`src/rtl/fhe_pkg.sv`:
```
// Shared latency constants for the NTT butterflies.
// Both butterfly flavours and the NTT controllers take their timing from here.
package fhe_pkg;
  localparam int BFLY_MULT_LAT  = 9;
  localparam int BFLY_CT_LAT    = 11;
  localparam int BFLY_DEF_WIDTH = 16;
endpackage

```
`src/rtl/mod_add.sv`:
```
// Modular addition of two operands already reduced below q.
module mod_add #(
  parameter int BIT_WIDTH = 16
) (
  input  logic [BIT_WIDTH-1:0] x,
  input  logic [BIT_WIDTH-1:0] y,
  input  logic [BIT_WIDTH-1:0] q,
  output logic [BIT_WIDTH-1:0] z
);
  logic [BIT_WIDTH:0] s;
  logic [BIT_WIDTH:0] qx;

  assign s  = {1'b0, x} + {1'b0, y};
  assign qx = {1'b0, q};
  assign z  = BIT_WIDTH'((s >= qx) ? s - qx : s);
endmodule

```
`src/rtl/mod_mult.sv`:
```
// Pipelined Barrett modular multiplier, fixed BFLY_MULT_LAT cycle latency.
module mod_mult
  import fhe_pkg::*;
#(
  parameter int MAX_BIT_WIDTH = BFLY_DEF_WIDTH
) (
  input  logic                     clk,
  input  logic [MAX_BIT_WIDTH-1:0] x,
  input  logic [MAX_BIT_WIDTH-1:0] y,
  input  logic [MAX_BIT_WIDTH-1:0] q,
  input  logic [MAX_BIT_WIDTH:0]   m,
  input  logic [6:0]               k2,
  output logic [MAX_BIT_WIDTH-1:0] z
);
  localparam int W   = MAX_BIT_WIDTH;
  localparam int DW  = 2 * W;
  localparam int DW1 = 2 * W + 1;
  localparam int PW  = 3 * W + 1;
  localparam int QW  = W + 1;
  localparam int RW  = W + 2;
  localparam int PAD = BFLY_MULT_LAT - 7;

  logic [DW-1:0]  p1, p2, p3, p4;
  logic [PW-1:0]  pm2;
  logic [QW-1:0]  qh3;
  logic [DW1-1:0] qq4;
  logic [RW-1:0]  r5, r6, qx;
  logic [W-1:0]   r7;

  (* shreg_extract = "no" *) logic [W-1:0] pad [PAD];

  assign qx = {2'b00, q};

  // Quotient estimate is at most two short, so two conditional subtracts.
  always_ff @(posedge clk) begin
    p1  <= DW'(x) * DW'(y);
    pm2 <= PW'(p1) * PW'(m);
    p2  <= p1;
    qh3 <= QW'(pm2 >> k2);
    p3  <= p2;
    qq4 <= DW1'(qh3) * DW1'(q);
    p4  <= p3;
    r5  <= RW'({1'b0, p4} - qq4);
    r6  <= (r5 >= qx) ? r5 - qx : r5;
    r7  <= W'((r6 >= qx) ? r6 - qx : r6);
  end

  for (genvar i = 0; i < PAD; i++) begin : g_pad
    if (i == 0) begin : g_first
      always_ff @(posedge clk) pad[i] <= r7;
    end else begin : g_rest
      always_ff @(posedge clk) pad[i] <= pad[i-1];
    end
  end

  assign z = pad[PAD-1];
endmodule

```
`src/rtl/mod_sub.sv`:
```
// Modular subtraction of two operands already reduced below q.
module mod_sub #(
  parameter int BIT_WIDTH = 16
) (
  input  logic [BIT_WIDTH-1:0] x,
  input  logic [BIT_WIDTH-1:0] y,
  input  logic [BIT_WIDTH-1:0] q,
  output logic [BIT_WIDTH-1:0] z
);
  // The borrow case wraps mod 2^W, then adding q lands back in [0, q).
  assign z = (x >= y) ? x - y : x - y + q;
endmodule

```
`src/rtl/ct_butterfly_pipe.sv`:
```
// Forward-NTT Cooley-Tukey butterfly: outa = a + b*w, outb = a - b*w (mod q).
// Valid and tag ride alongside the data so write-back needs no latency counter.
module ct_butterfly_pipe
  import fhe_pkg::*;
#(
  parameter int BIT_WIDTH = BFLY_DEF_WIDTH,
  parameter int TAG_WIDTH = 10
) (
  input  logic                 clk,
  input  logic                 rst,
  input  logic                 in_valid,
  input  logic [BIT_WIDTH-1:0] a,
  input  logic [BIT_WIDTH-1:0] b,
  input  logic [BIT_WIDTH-1:0] ROU_entry,
  input  logic [TAG_WIDTH-1:0] in_tag,
  input  logic [BIT_WIDTH-1:0] q,
  input  logic [BIT_WIDTH:0]   m,
  input  logic [6:0]           k2,
  output logic                 out_valid,
  output logic [BIT_WIDTH-1:0] outa,
  output logic [BIT_WIDTH-1:0] outb,
  output logic [TAG_WIDTH-1:0] out_tag,
  output logic                 busy
);
  localparam int D = BFLY_CT_LAT - 1;

  (* shreg_extract = "no" *) logic [BIT_WIDTH-1:0] a_dly [D];
  (* shreg_extract = "no" *) logic [TAG_WIDTH-1:0] tag_dly [D];
  (* shreg_extract = "no" *) logic [D-1:0]         vld;

  logic [BIT_WIDTH-1:0] b_r, rou_r, t, sum, dif;

  always_ff @(posedge clk) begin
    b_r        <= b;
    rou_r      <= ROU_entry;
    a_dly[0]   <= a;
    tag_dly[0] <= in_tag;
  end

  for (genvar i = 1; i < D; i++) begin : g_dly
    always_ff @(posedge clk) begin
      a_dly[i]   <= a_dly[i-1];
      tag_dly[i] <= tag_dly[i-1];
    end
  end

  always_ff @(posedge clk or posedge rst) begin
    if (rst) vld <= '0;
    else     vld <= {vld[D-2:0], in_valid};
  end

  mod_mult #(.MAX_BIT_WIDTH(BIT_WIDTH)) u_mult (
    .clk (clk),
    .x   (b_r),
    .y   (rou_r),
    .q   (q),
    .m   (m),
    .k2  (k2),
    .z   (t)
  );

  mod_add #(.BIT_WIDTH(BIT_WIDTH)) u_add (
    .x (a_dly[D-1]),
    .y (t),
    .q (q),
    .z (sum)
  );

  mod_sub #(.BIT_WIDTH(BIT_WIDTH)) u_sub (
    .x (a_dly[D-1]),
    .y (t),
    .q (q),
    .z (dif)
  );

  // Outputs only move on a real beat; bubbles leave the last result in place.
  always_ff @(posedge clk or posedge rst) begin
    if (rst) begin
      out_valid <= 1'b0;
      outa      <= '0;
      outb      <= '0;
      out_tag   <= '0;
    end else begin
      out_valid <= vld[D-1];
      if (vld[D-1]) begin
        outa    <= sum;
        outb    <= dif;
        out_tag <= tag_dly[D-1];
      end
    end
  end

  assign busy = (|vld) | out_valid;
endmodule

```
`config.mk`:
```
export PLATFORM = sky130hd
export DESIGN_NAME = ct_butterfly_pipe
export DESIGN_NICKNAME = d
export VERILOG_FILES = /design/src/rtl/fhe_pkg.sv /design/src/rtl/mod_add.sv /design/src/rtl/mod_mult.sv /design/src/rtl/mod_sub.sv /design/src/rtl/ct_butterfly_pipe.sv
export SDC_FILE = /design/constraint.sdc
export NUM_CORES = 2
export LEC_CHECK = 0
export CORE_MARGIN = 1
export CORE_UTILIZATION = 40
export CTS_BUF_LIST = sky130_fd_sc_hd__clkbuf_4 sky130_fd_sc_hd__clkbuf_8
export CTS_CLUSTER_SIZE = 20
export DETAILED_ROUTE_END_ITERATION = 6
export PLACE_DENSITY_LB_ADDON = 0.1
export SLEW_MARGIN = 20
export SYNTH_ARGS = -nofsm -noshare
export SYNTH_HDL_FRONTEND = slang
export SYNTH_HIERARCHICAL = 1
export SYNTH_SLANG_ARGS = --single-unit
export TNS_END_PERCENT = 1
```
`constraint.sdc`:
```
create_clock -name clk -period 13.3 [get_ports clk]
set_input_delay 2.66 -clock clk [delete_from_list [all_inputs] [get_ports clk]]
set_output_delay 2.66 -clock clk [all_outputs]
set_load 0.1 [all_outputs]
```
# After elaboration in Yosys (flattened, before gate mapping)
# Memories as Yosys holds them, arrays and structs flattened. A register that Yosys moved wholly into a read port is not among the register bits.
# Cells that the tools add are included.
[op_classes]
shifts = 1
n_mul = 3
mux = 4
bitwise_logic = 1
n_reduce_logical = 1
order_cmp = 4
add_sub_neg = 7
[ops]
columns = ["op", "n"]
rows = [
  ["32-bit by 17-bit multiplier with 49-bit output", 1],
  ["49-bit by 7-bit >> shifter with 17-bit output", 1],
  ["16-bit two-way mux", 3],
  ["16-bit subtractor", 3],
  ["18-bit by 16-bit >= comparator with 1-bit output", 2],
  ["16-bit by 16-bit multiplier with 32-bit output", 1],
  ["17-bit by 16-bit multiplier with 18-bit output", 1],
  ["18-bit two-way mux", 1],
  ["18-bit by 16-bit subtractor with 18-bit output", 1],
  ["18-bit subtractor", 1],
  ["16-bit by 16-bit adder with 17-bit output", 1],
  ["17-bit by 16-bit >= comparator with 1-bit output", 1],
  ["16-bit adder", 1],
  ["16-bit >= comparator", 1],
  ["10-bit OR reduction", 1],
  ["1-bit bitwise OR", 1],
]
[word_totals]
inputBits = 101
regBits = 297
mem_count = 3
ram_bits = 292
[mem_list]
columns = ["memory", "depth", "word_bits", "rd", "rd_clocked_by_memory_dff", "wr", "line", "source"]
rows = [
  ["a_dly", 10, 16, 10, 0, 10, "ct_butterfly_pipe.sv:27", "(* shreg_extract = \"no\" *) logic [BIT_WIDTH-1:0] a_dly [D];"],
  ["tag_dly", 10, 10, 10, 1, 10, "ct_butterfly_pipe.sv:28", "(* shreg_extract = \"no\" *) logic [TAG_WIDTH-1:0] tag_dly [D];"],
  ["u_mult.pad", 2, 16, 2, 0, 2, "mod_mult.sv:30", "(* shreg_extract = \"no\" *) logic [W-1:0] pad [PAD];"],
]

# Logic depth before layout (Yosys ltp)
# An unclocked memory read counts as a cell.
[depth]
ltp_word = 4
mapped_depth = 25
depth_no_buf = 24

# By module
# The synthesis kept the hierarchy.
[modules_own_cells]
columns = ["mod", "instances", "area_each_um2", "seq_area_each_um2", "cells_per_inst"]
rows = [
  ["mod_mult", 1, 40368.7, 5084.9, 4415],
  ["ct_butterfly_pipe", 1, 7744.9, 7171.9, 397],
  ["mod_add", 1, 2031.9, 0.0, 270],
  ["mod_sub", 1, 1941.9, 0.0, 271],
]

# Worst setup path before layout
# OpenSTA, ideal clock, no wires.
[synth_path]
kind = "input to register"
from = "in m[8]"
to = "reg u_mult.pm2[34]"
path_slack_ns = 4.893
cell_stages = 24
setup_ns = 0.123
arrival_time_ns = 8.285
path_buffers = 1
required_ns = 13.177
path_cell_list = "clkbuf_1 nand2_1 fa_1 inv_1 fa_1 inv_1 fa_1 inv_1 fa_1 fa_1 inv_1 fa_1 inv_1 ha_1 and4_1 and4_1 o211ai_2 nand3_2 a211o_1 a21o_1 a221o_1 a21oi_2 o21ai_1 xor2_1"
[synth_between]
elab_chain_len = 1
[synth_lines]
columns = ["item", "line", "source"]
rows = [
  ["from (decl)", "ct_butterfly_pipe.sv:17", "input logic [BIT_WIDTH:0] m,"],
  ["32-bit by 17-bit multiplier with 49-bit output", "mod_mult.sv:37", "pm2 <= PW'(p1) * PW'(m);"],
  ["to (signal assigned)", "mod_mult.sv:37", ""],
  ["to (decl)", "mod_mult.sv:24", "logic [PW-1:0] pm2;"],
]
# No other way between the ends.
# A chain may end at the register's enable or synchronous reset.

# Worst setup path in the final report
[layout_path]
from = "in m[8]"
to = "reg u_mult.pm2[41]"
# The elaborated chain is that of the path after synthesis.

==> results.ini <==
[place]
portBuffers = 144
place.gp.congestion = 0.857
hpwl_um = 98900

[timing]
fmax_mhz = 108
min_period_ns = 9.28
timing.final.crit_share_pct = 69.7
drv_slew = 0
rsz0062_at_grt = false
fin_skew_ns = 0.0483
final_hold_viol_count = 0
finalSetupViolations = 0
max-slew-margin-rel_pct = 21.8
finalSetupTns_ns = 0
worstMarginPinSlew_ns = 1.17

[detailed_routing]
via_per_inst = 4.92
routedWlPerCell_um = 18.2
drc = 0
dr.pass1.iters = 7
ant_nets = 0
drt_iter0_markers = 1754
wl_um = 132000
num_vias = 35688

[clock_tree]
cts_tree = done
postCtsHoldBufs = 0
cts_sinks = 599
cts-root-buf = clkbuf_8
cts-resized-gates = 0
clk_path_buf_depth = 3
cts_max_level = 3
clkLatencyLatePin_ns = 0.79
clkSlewWorstSetupHoldPaths_ns = 0.06
post_cts_buffers = 0
cts_buffers = 101

[final_layout]
final_cell_mix = inv_1 (1,031), fa_1 (758), nand2_1 (714)
drive_gt1_share_pct = 7.70
syn_to_final_growth_pct = 9.97
fillerInstances = 12655
nNetsFinal = 6672
layout_commonest_cell = inv_1

[job]
cap_viol_max_count = 0

[logic_synthesis]
ys_warn_count = 6
synth_cell_types = 103
synth-edff-count = 0
synthCells = 5353
async_reset_ff_share_pct = 8.85
synthesis.area_um2 = 52100
syn_nets = 6605
synth_flop_cell = dfxtp_1
yosysSeqAreaShare_pct = 23.5
synth-seq-cells = 599
avgSynthCellArea_um2 = 9.73

[worst_setup_path]
cp_top_family = adder cells
critPathKind = input port to flip-flop
crit_top_cell = fa_1
r2r_slack_ns = 6.02
r2r_cells = 21
cp.arrival_ns = 9.94
crit_fanout = 17
critPathSlowestCell = clkdlybuf4s50_1
cpPeakStageDelay_ns = 1.19
crit_buf_inv = 5
reg2reg_from = u_mult/p1[10]
endpoint_kind = flip-flop
critical_path.startpoint_type = input port
critPathRequiredTime_ns = 13.97
r2r_end = u_mult/pm2[41]
cp.depth = 23
cp_cell_sequence = clkdlybuf4s50_1 > buf_4 > nand2_1 > fa_1 > inv_1 > fa_1 > fa_1 > fa_1 > fa_1 > inv_1 > fa_1 > inv_1 > ha_1 > a21o_1 > a21o_1 > a21oi_1 > nor2b_1 > a31oi_1 > o211ai_1 > a31oi_1 > or2_1 > nor2_1 > a221oi_1

[global_route]
antenna_found_initial = 7
grt_pass1_vias = 37641
overflow = 0
grt_max_degree = 54
gr-usage-all-layers_pct = 20.6
grt_pass1_wl_um = 211000

[min_path]
hold_path_class = flip-flop to flip-flop
min_from = a_dly[4][13]
whs_path_depth = 0
worstHoldEndpoint = a_dly[5][13]

[die]
io-pin-count = 145
die_h_um = 363
rows = 132
die_x_um = 363
die_area_um2 = 132000
placeableCoreArea_um2 = 129000
start_util_pct = 40.3

[run_status]
outcome = complete, no violations

[logic make-up (layout without fill, tap and decap cells)]
logic type | count (synthesis) | in the layout | share of synthesized area, %
buffers and inverters | 1253 | 1404 | 9.45
AOI/OAI and AO/OA | 527 | 527 | 6.72
muxes | 200 | 200 | 5.38
adders and majority gates | 1151 | 1151 | 38.6
DFF | 599 | 599 | 23.5
and+or+nand+nor | 1426 | 1426 | 13.0
other | 0 | 2 | 0
xor gates and xnor gates | 197 | 197 | 3.31
[cells in the mapped netlist, drive strengths merged, types with 52 or more instances]
cell type / count / area share [%]
nand2: 714 / 5.1
clkbuf: 167 / 1.3
fa: 758 / 29
dfrtp: 53 / 2.5
ha: 393 / 9.4
inv: 1033 / 7.4
mux4: 52 / 2.2
xor2: 58 / 0.98
mux2: 92 / 2.1
dfxtp: 546 / 21
buf: 52 / 0.71
mux2i: 56 / 1.1
nor2: 133 / 0.96
xnor2: 139 / 2.3
and2: 364 / 4.4
a21o: 71 / 1.0
o21ai: 97 / 0.94
a21oi: 156 / 1.5
[routing by layer]
metal  global-route usage, %  routed length [um]
met4                    5.32                2890
met2                    34.7               63400
met5                       0                   0
met1                    27.4               59300
met3                    3.26                6010
[flip-flops by register name (all words and copies together), names as in the netlist, 17 cells and up]
| name | flops |
|---|---|
| u_mult/pad | 32 |
| u_mult/p3 | 18 |
| u_mult/p2 | 18 |
| u_mult/p4 | 18 |
| u_mult/qh3 | 17 |
| u_mult/r6 | 18 |
| u_mult/r5 | 18 |
| tag_dly | 100 |
| u_mult/qq4 | 18 |
| u_mult/pm2 | 49 |
| a_dly | 160 |
| u_mult/p1 | 32 |
[metrics by stage]
stage | std cells | worst slack (ns) | util, % | hold WS (ns) | instance area (um2)
final | 7248 | 4.02 | 44.3 | 0.277 | 57300
after global routing | 7248 | 3.69 | 44.3 | 0.268 | 57300
after CTS | 7246 | 4.12 | 44.3 | 0.262 | 57300
after detailed placement | 7059 | 3.25 | 42.5 | 0.312 | 54900
after global placement | 7059 | 3.34 | 42.5 | 0.310 | 54900
after floorplan | 5353 | 4.89 | - | 0.310 | 52100
[final cells by class]
cell class / count / area (um2) / area share (%)
timing repair buffer: 183 / 1670 / 2.92
tap: 1742 / 2180 / 3.80
sequential: 599 / 12300 / 21.4
inverter: 1034 / 3880 / 6.78
clock buffer: 156 / 1950 / 3.41
antenna: 2 / 5.00 / 0.00874
multi-input combinational: 3501 / 34900 / 61.0
clock inverter: 31 / 414 / 0.723
[worst max-delay path by stage]
stage	startpoint	end	slack (ns)
2_1_floorplan	m[8]	u_mult/pm2[34]	4.89
3_3_place_gp	m[8]	u_mult/pm2[41]	3.34
3_5_place_dp	m[8]	u_mult/pm2[41]	3.25
4_1_cts	m[8]	u_mult/pm2[41]	4.12
5_1_grt	m[8]	u_mult/pm2[41]	3.69
6_report	m[8]	u_mult/pm2[41]	4.02
Power is not shown: default switching activity piles up to over one toggle a cycle in this logic, so the estimate is an artifact.
